<file path="config.mk">
export PLATFORM = sky130hd
export DESIGN_NAME = stack_unit
export DESIGN_NICKNAME = d
export VERILOG_FILES = /design/src/rtl/nanorisc_pkg.sv /design/src/rtl/stack_mem.sv /design/src/rtl/stack_unit.sv
export SDC_FILE = /design/constraint.sdc
export NUM_CORES = 1
export LEC_CHECK = 0
export BUFFER_PORTS_ARGS = -buffer_cell sky130_fd_sc_hd__buf_2
export CAP_MARGIN = 20
export CORE_ASPECT_RATIO = 0.8
export CORE_MARGIN = 2
export CORE_UTILIZATION = 60
export CTS_CLUSTER_DIAMETER = 80
export CTS_CLUSTER_SIZE = 25
export DETAILED_ROUTE_END_ITERATION = 8
export MAX_ROUTING_LAYER = met4
export PLACE_DENSITY = 0.78
export SKIP_LAST_GASP = 1
export SYNTH_ARGS = -nofsm -noshare
export SYNTH_HDL_FRONTEND = slang
export SYNTH_SLANG_ARGS = --single-unit
export TNS_END_PERCENT = 1
</file>
<file path="constraint.sdc">
create_clock -name clk -period 4.44 [get_ports clk]
set_input_delay 0.222 -clock clk [delete_from_list [all_inputs] [get_ports clk]]
set_output_delay 0.222 -clock clk [all_outputs]
set_load 0.01 [all_outputs]
</file>
<file path="src/rtl/nanorisc_pkg.sv">
// Shared constants for the nanorisc datapath: word width, stack depth,
// command encodings and the pop-amount decode used by the stack unit.
package nanorisc_pkg;

    localparam int DATA_W    = 8;
    localparam int STK_DEPTH = 16;

    localparam logic OP_PUSH = 1'b1;
    localparam logic OP_POP  = 1'b0;

    localparam logic POP_ONE = 1'b0;
    localparam logic POP_TWO = 1'b1;

    // Number of entries removed by one command (explicit pop plus operand pops), 0..3.
    function automatic logic [1:0] pop_count(
        input logic en_op,
        input logic op,
        input logic en_noop_pop,
        input logic pop_qty
    );
        logic [1:0] k;
        k = (en_op && (op == OP_POP)) ? 2'd1 : 2'd0;
        if (en_noop_pop) begin
            k = k + ((pop_qty == POP_TWO) ? 2'd2 : 2'd1);
        end else begin
            k = k;
        end
        return k;
    endfunction

endpackage

</file>
<file path="src/rtl/stack_mem.sv">
// Stack storage: DEPTH x DATA_W register array, one synchronous write port
// and two asynchronous read ports for the top two entries.
module stack_mem #(
    parameter int DATA_W = 8,
    parameter int DEPTH  = 16
) (
    input  logic                     clk,
    input  logic                     we,
    input  logic [$clog2(DEPTH)-1:0] waddr,
    input  logic [DATA_W-1:0]        wdata,
    input  logic [$clog2(DEPTH)-1:0] raddr_top,
    input  logic [$clog2(DEPTH)-1:0] raddr_top2,
    output logic [DATA_W-1:0]        rdata_top,
    output logic [DATA_W-1:0]        rdata_top2
);

    logic [DATA_W-1:0] mem_r [DEPTH];

    // Write port; contents are deliberately left unreset.
    always_ff @(posedge clk) begin
        if (we) begin
            mem_r[waddr] <= wdata;
        end
    end

    assign rdata_top  = mem_r[raddr_top];
    assign rdata_top2 = mem_r[raddr_top2];

endmodule

</file>
<file path="src/rtl/stack_unit.sv">
// Hardware operand stack: command decode, count/flag tracking and top-of-stack
// presentation around a stack_mem storage array.
module stack_unit #(
    parameter int DATA_W = nanorisc_pkg::DATA_W,
    parameter int DEPTH  = nanorisc_pkg::STK_DEPTH
) (
    input  logic                       clk,
    input  logic                       rst,
    input  logic                       s_en,
    input  logic                       s_reset,
    input  logic                       s_en_op,
    input  logic                       s_op,
    input  logic                       s_en_noOpPop,
    input  logic                       s_en_popQuantity,
    input  logic [DATA_W-1:0]          s_data_in,
    output logic [DATA_W-1:0]          s_top,
    output logic [DATA_W-1:0]          s_top2,
    output logic [$clog2(DEPTH):0]     s_count,
    output logic                       s_empty,
    output logic                       s_full,
    output logic                       s_ovf,
    output logic                       s_unf
);

    import nanorisc_pkg::*;

    localparam int AW = $clog2(DEPTH);
    localparam int CW = AW + 1;
    localparam int EW = CW + 1;

    logic [CW-1:0]     count_r;
    logic              ovf_r;
    logic              unf_r;

    logic [CW-1:0]     next_count_s;
    logic [EW-1:0]     result_s;
    logic [1:0]        k_s;
    logic [CW-1:0]     k_ext_s;
    logic              push_s;
    logic              we_s;
    logic [AW-1:0]     waddr_s;
    logic              flush_s;
    logic              set_ovf_s;
    logic              set_unf_s;
    logic [AW-1:0]     top_addr_s;
    logic [AW-1:0]     top2_addr_s;
    logic [DATA_W-1:0] rd_top_s;
    logic [DATA_W-1:0] rd_top2_s;

    // Command decode: a combined pop+push lands its write at count-k, which
    // also covers a plain push (k=0), so a single write address serves both.
    always_comb begin
        next_count_s = count_r;
        we_s         = 1'b0;
        waddr_s      = {AW{1'b0}};
        flush_s      = 1'b0;
        set_ovf_s    = 1'b0;
        set_unf_s    = 1'b0;
        k_s          = pop_count(s_en_op, s_op, s_en_noOpPop, s_en_popQuantity);
        push_s       = s_en_op & (s_op == OP_PUSH);
        k_ext_s      = {{(CW-2){1'b0}}, k_s};
        result_s     = {1'b0, count_r} - {1'b0, k_ext_s} + {{CW{1'b0}}, push_s};
        if (!rst && s_en) begin
            if (s_reset) begin
                flush_s = 1'b1;
            end else if (k_ext_s > count_r) begin
                set_unf_s = 1'b1;
            end else if (result_s > EW'(DEPTH)) begin
                set_ovf_s = 1'b1;
            end else begin
                next_count_s = result_s[CW-1:0];
                we_s         = push_s;
                waddr_s      = count_r[AW-1:0] - {{(AW-2){1'b0}}, k_s};
            end
        end else begin
            next_count_s = count_r;
        end
    end

    // Count and sticky flag registers.
    always_ff @(posedge clk) begin
        if (rst) begin
            count_r <= {CW{1'b0}};
            ovf_r   <= 1'b0;
            unf_r   <= 1'b0;
        end else if (flush_s) begin
            count_r <= {CW{1'b0}};
            ovf_r   <= 1'b0;
            unf_r   <= 1'b0;
        end else begin
            count_r <= next_count_s;
            ovf_r   <= ovf_r | set_ovf_s;
            unf_r   <= unf_r | set_unf_s;
        end
    end

    // Modular address arithmetic: a full stack (low bits 0) wraps to DEPTH-1.
    assign top_addr_s  = count_r[AW-1:0] - {{(AW-1){1'b0}}, 1'b1};
    assign top2_addr_s = count_r[AW-1:0] - {{(AW-2){1'b0}}, 2'b10};

    stack_mem #(
        .DATA_W (DATA_W),
        .DEPTH  (DEPTH)
    ) u_mem (
        .clk        (clk),
        .we         (we_s),
        .waddr      (waddr_s),
        .wdata      (s_data_in),
        .raddr_top  (top_addr_s),
        .raddr_top2 (top2_addr_s),
        .rdata_top  (rd_top_s),
        .rdata_top2 (rd_top2_s)
    );

    assign s_top   = (count_r > {{(CW-1){1'b0}}, 1'b0}) ? rd_top_s  : {DATA_W{1'b0}};
    assign s_top2  = (count_r > {{(CW-1){1'b0}}, 1'b1}) ? rd_top2_s : {DATA_W{1'b0}};
    assign s_count = count_r;
    assign s_empty = (count_r == {CW{1'b0}});
    assign s_full  = (count_r == CW'(DEPTH));
    assign s_ovf   = ovf_r;
    assign s_unf   = unf_r;

endmodule

</file>
==> metrics, run 1 <==
post-CTS sizing=0; Slew Limit Fails=0; RSZ-0062 raised after global routing=false; Syn Area/Cell=about 17 µm²; via/cell ratio=between 6 and 7; clk slew on worst S/H paths=roughly 0.06 ns; Antenna Diode Count=0; Max VDD drop=340 µV; Slew Limit Headroom=0.486; Hold Path Stages=3; WL final=16.1 mm; CP endpoint kind=output port; crit path cell chain=inv_1 -> ha_1 -> buf_4 -> mux4_2 -> nor2b_1 -> a211oi_1 -> a211oi_1 -> buf_2; Root Driver=clkbuf_16; Starting Density=0.617; largest net degree at the start of global routing=48; CORE AREA=between 10000 and 15000 µm²; cell area after placement=between 7000 and 8000 µm²; clock power share=0.416; Pwr Density=roughly 380 nW/µm²; Yosys warnings=0; GP Congestion=approximately 0.86; Worst-Margin Slew=between 0.7 and 0.8 ns; clock buffer depth=2; Top delay family on crit path=buffers and inverters; post-synth net total=between 400 and 500; Synth Register Bits=roughly 140; hold_buf cts=0; clk_skew=between 0.008 and 0.009 ns; static leakage=between 0.002 and 0.003 µW; Area growth syn-to-layout=13.3%; Reg2Reg Depth=11; slowest CP cell=dfxtp_4; 1st-pass router iterations=5; Overflow after GRT=0; global-route wire length before repair=around 24 mm; status=completed; largest area contributor in the netlist=edfxtp_1; Int Pwr=around 2300 µW; CTS tree=done; total of max-cap violations=0; chip width=around 130 µm; Tcrit/Tclk final=0.781; number of global-route vias before repair=4004; total CTS buffers=17; Comb pwr share=0.123; Worst setup SP type=register; IO buf count=40; largest cells by area after synthesis=edfxtp_1, mux4_2, ha_1; count of different cell masters after synthesis=48; Setup WS pre-CTS=0.706 ns; Critical Path Max Stage Delay=around 0.59 ns; GRT Total Usage=0.276; DR vias=4288; Rows=35; HP Start=s_en; antenna-violating nets left=0; min cycle time layout=roughly 3.5 ns; Residual DRC=0; Final Cell Area=8060 µm²; final hold vios=0; Fmax=0.289 GHz; routed len/inst=around 26 µm; io pins=41; ys async rst share=0; Setup Buffers After CTS=0; Yosys top cell area share=0.541; r2r endpoint=u_mem.mem_r[4][5]; Sinks on Clock Net=around 140; # setup viols final=0; WP buf/inv=3; r2r startpoint=s_count[1]; Seq pwr share=0.461; share of layout cells above drive strength 1=0.334; P_sw=~730 µW; CP Class=register to output port; antenna violations before repair=0; WP data required=between 4 and 5 ns; clk_lat worst skew=~0.42 ns; crit-path max FO=32; nets@finish=508; post-synthesis sequential area ratio=0.561; Hold Path End=s_unf; die height=101 µm; setup TNS=0 ns; initial DRC count=449; Die Area=between 10000 and 15000 µm²; Synth Flop Type=edfxtp_1; reg-to-reg setup timing slack=1.02 ns; Cell Area, Synth=roughly 7000 µm²; Syn Inst Count=416; number of enable flip-flop cells after synthesis=128; Sw Ratio=0.241; min setup slack post-route=between 0.9 and 1 ns; CP most frequent cell=a211oi_1; number of H-tree levels=4; dpl hpwl=~10 mm; worst min-delay path class=input pin to register; Arr. time, crit path=approximately 3.2 ns
## layer usage
layer	vias up	routed length, µm	global-route usage
met4	0	274	0.0786
met1	2183	6630	0.389
li1	1822	-	-
met3	25	1730	0.0967
met2	258	7510	0.387
met5	-	0	-
## cells by family (layout without fill, tap and decap cells)
family | Yosys count | count (layout) | synth area share
xor+xnor | 11 | 11 | 0.0136
mux | 84 | 84 | 0.249
fa+ha+maj | 20 | 20 | 0.0373
buf+inv | 41 | 110 | 0.0282
compound gates | 39 | 39 | 0.0408
flops | 135 | 135 | 0.561
simple gates | 86 | 86 | 0.0702
## worst max path at each step
| stage | from | slack [ns] | cells past startpoint | endpoint |
|---|---|---|---|---|
| after floorplan | s_count[1] | 0.33 | 13 | u_mem.mem_r[12][0] |
| after global placement | s_op | 0.86 | 15 | u_mem.mem_r[2][5] |
| after detailed placement | s_op | 0.71 | 15 | u_mem.mem_r[4][2] |
| after CTS | s_count[0] | 0.94 | 8 | s_top[2] |
| after global routing | s_count[0] | 0.72 | 8 | s_top[2] |
| final | s_count[0] | 0.97 | 8 | s_top[6] |
## registers in the layout (all words and copies together), names as in the netlist
name         count
s_ovf            1
s_count          5
s_unf            1
u_mem.mem_r    128
## synthesized netlist by cell type, types with 8 or more instances
cell type and count:
a211oi_1 16, buf_2 10, edfxtp_1 128, ha_1 18, inv_1 16, mux2i_1 12, mux4_1 8, mux4_2 64
nand2_1 17, nor2_1 14, nor2b_1 19, nor3_1 9, xnor2_1 8
## final cells by class
type                    instances  area, µm²
fillers                       732       3460
multi-input cells             240       2930
flip-flops and latches        135       3990
inverters                      16       60.1
well taps                     148        185
repair buffers                 62        365
clock inverters                10       81.3
clock buffers                  22        444
## per-stage QoR
| stage | util | hold WS [ns] | cells | total power, µW |
|---|---|---|---|---|
| final | 0.699 | 0.0824 | 633 | 3040 |
| after global routing | 0.699 | 0.106 | 633 | 3140 |
| after CTS | 0.699 | 0.0775 | 633 | 3050 |
| after detailed placement | 0.654 | 0.451 | 601 | 1800 |
| after global placement | 0.654 | 0.446 | 601 | 1790 |
| after floorplan | - | 0.321 | 416 | 1690 |
## layout by cell type, fill, tap and decap left out, drive strengths merged, types with 2 or more instances in the layout
cell / count
a211oi: 16
a21o: 2
a21oi: 5
a311oi: 3
and2: 3
and3: 2
and3b: 2
buf: 62
clkbuf: 22
clkinv: 6
clkinvlp: 3
dfxtp: 7
edfxtp: 128
fa: 2
ha: 18
inv: 16
mux2i: 12
mux4: 72
nand2: 18
nand2b: 7
nand3: 2
nor2: 14
nor2b: 20
nor3: 10
nor4b: 2
o21ai: 6
o311ai: 2
xnor2: 8
xor2: 3
## power groups by stage
stage | registers, µW | logic [µW] | clock network, µW
floorplan | 1430 | 259 | 0
global placement | 1430 | 360 | 0
detailed placement | 1430 | 367 | 0
CTS | 1400 | 371 | 1280
global route | 1400 | 402 | 1330
finish | 1400 | 374 | 1270
## tightest hold or removal path: stages
cell and delay [ns]:
buf_2 0.12, a21oi_1 0.06, nor2_1 0.07
Note: power is estimated with default switching activity, not from simulation.
==> run 2: changes to the inputs <==
==> constraint.sdc (replaced) <==
create_clock -name clk -period 3.4 [get_ports clk]
set_input_delay 0.17 -clock clk [delete_from_list [all_inputs] [get_ports clk]]
set_output_delay 0.17 -clock clk [all_outputs]
set_load 0.01 [all_outputs]
==> metrics, run 2 (same netlist as run 1, synthesis figures left out) <==
Reg2Reg Depth=12 (+1); Overflow after GRT=0 (unchanged); total CTS buffers=17 (unchanged); Residual DRC=0 (unchanged); Seq pwr share=0.438 (-0.023); clk slew on worst S/H paths=0.06 ns (about the same); P_sw=1040 µW (+42%); initial DRC count=502 (+12%); dpl hpwl=11.8 mm (+13%); antenna violations before repair=2 (+2); WP data required=3.53 ns (-0.69 ns); Critical Path Max Stage Delay=0.40 ns (-0.19 ns); slowest CP cell=fa_1; Fmax=about 0.32 GHz; Worst-Margin Slew=0.796 ns (+0.0245 ns); CP endpoint kind=register; status=completed; Sw Ratio=0.249 (+0.00790); Root Driver=clkbuf_16; DR WL met2=7.76 mm (+3.4%); top routing layer used=met4; WP buf/inv=4 (+1); Slew Limit Fails=0 (unchanged); static leakage=0.00293 µW (+7.3%); Tcrit/Tclk final=0.919; clk_skew=0.00729 ns (-0.00125 ns); Starting Density=0.617 (unchanged); crit path cell chain=clkinvlp_4 -> ha_4 -> inv_2 -> fa_1 -> xnor2_1 -> o311ai_1 -> a21o_1 -> a21oi_4 -> nand4_4 -> buf_12 -> nor3_4 -> buf_4; placed insts=619 (+3.0%); crit-path max FO=8 (-75%); Worst setup SP type=register; GRT Total Usage=0.294 (+0.0177); Largest register FFs=128 (unchanged); PnR Total Power=4180 µW (+37%); Setup WS pre-CTS=-0.0927 ns (-0.798 ns); total of max-cap violations=0 (unchanged); Hold Path End=s_unf; setup TNS=0 ns (unchanged); number of H-tree levels=4 (unchanged); global-route wire length before repair=26.1 mm (+7.5%); Hold Path Stages=3 (unchanged); WL met3=1.86 mm (+7.6%); cell area after placement=7880 µm² (+4.6%); # setup viols final=0 (unchanged); CTS tree=done; WL final=16.7 mm (+3.3%); most common cell after layout, fill and taps aside=edfxtp_1; clock power share=0.429 (+0.013); clk_lat worst skew=0.42 ns (about the same); worst min-delay path class=input pin to register; share of layout cells above drive strength 1=0.406 (+0.0715); Comb pwr share=0.133 (+0.010); io pins=41 (unchanged); commonest non-fill, non-tap cells in the layout=edfxtp_1, mux4_2, buf_2, buf_4, nor2b_1; clock buffer depth=2 (unchanged); post-CTS sizing=0 (unchanged); min setup slack post-route=0.275 ns (-0.700 ns); hold_buf cts=0 (unchanged); Setup crit start=s_count[1]; Max VDD drop=447 µV (+31%); 1st-pass router iterations=6 (+1); Met1 Routed Length=6.77 mm (+2.2%); Rows=35 (unchanged); HP Start=s_en; Sinks on Clock Net=135 (unchanged); min cycle time layout=3.13 ns; GP Congestion=0.882 (+2.6%); Die Area=12700 µm² (unchanged); antenna-violating nets left=0 (unchanged); Final Cell Area=8460 µm² (+5.0%); routed len/inst=25.5 µm (+0.16%); Arr. time, crit path=3.25 ns (about the same); RSZ-0062 raised after global routing=false; largest register by flop count=u_mem.mem_r; Area growth syn-to-layout=19.0%; CP Class=register to register; CORE AREA=11500 µm² (unchanged); reg-to-reg setup timing slack=0.27 ns (-0.75 ns); Int Pwr=3140 µW (+36%); die height=101 µm (unchanged); via/cell ratio=6.68 (-1.3%); chip width=126 µm (unchanged); Top delay family on crit path=adder cells; Slew Limit Headroom=0.467 (-0.0189); DR vias=4365 (+1.8%); Setup Buffers After CTS=0 (unchanged); r2r startpoint=s_count[1]; number of global-route vias before repair=4358 (+8.8%); final std cells w/o fill=653 (+3.2%); nets@finish=526 (+3.5%); Pwr Density=494 nW/µm² (+31%); final hold vios=0 (unchanged); IO buf count=40 (unchanged); largest net degree at the start of global routing=37 (-23%); r2r endpoint=u_mem.mem_r[3][2]
-- run 2: cell type report --
cell class / instances / area (µm²)
fillers: 689 / 3060
diodes: 2 / 5.00
repair buffers: 80 / 563
clock buffers: 17 / 425
multi-input cells: 240 / 3070
well taps: 148 / 185
flip-flops and latches: 135 / 3990
clock inverters: 15 / 153
inverters: 16 / 63.8
-- run 2: stage by stage --
stage,utilization,hold WS (ns)
final,0.734,0.0403
after global routing,0.734,0.0648
after CTS,0.734,0.0291
after detailed placement,0.684,0.444
after global placement,0.684,0.433
after floorplan,-,0.269
-- run 2: how the worst max path moves through the flow --
stage / endpoint / slack (ns) / cells past startpoint
CTS: u_mem.mem_r[3][2] / 0.28 / 12
finish: u_mem.mem_r[3][2] / 0.27 / 12
floorplan: u_mem.mem_r[12][0] / -0.04 / 13
detailed placement: u_mem.mem_r[3][0] / -0.09 / 16
global route: u_mem.mem_r[3][2] / 0.10 / 17
global placement: u_mem.mem_r[3][0] / -0.04 / 16
-- run 2: power groups by stage --
stage	clock, µW	sequential (µW)	combinational (µW)
3_5_place_dp	0	1860	550
3_3_place_gp	0	1860	542
6_report	1790	1830	557
2_1_floorplan	0	1870	369
4_1_cts	1810	1830	556
5_1_grt	1880	1830	605
-- run 2: metal layers --
metal | track usage | up-vias
met2 | 0.424 | 241
met4 | 0.0949 | 0
met5 | - | -
li1 | - | 1866
met1 | 0.414 | 2233
met3 | 0.0803 | 25
-- run 2: worst register-to-register path: stages, from the launching register on --
cell        delay [ns]
dfxtp_4           0.37
clkinvlp_4        0.18
ha_4              0.35
inv_2             0.04
fa_1              0.40
xnor2_1           0.23
o311ai_1          0.14
a21o_1            0.20
a21oi_4           0.23
nand4_4           0.13
buf_12            0.17
nor3_4            0.20
buf_4             0.20
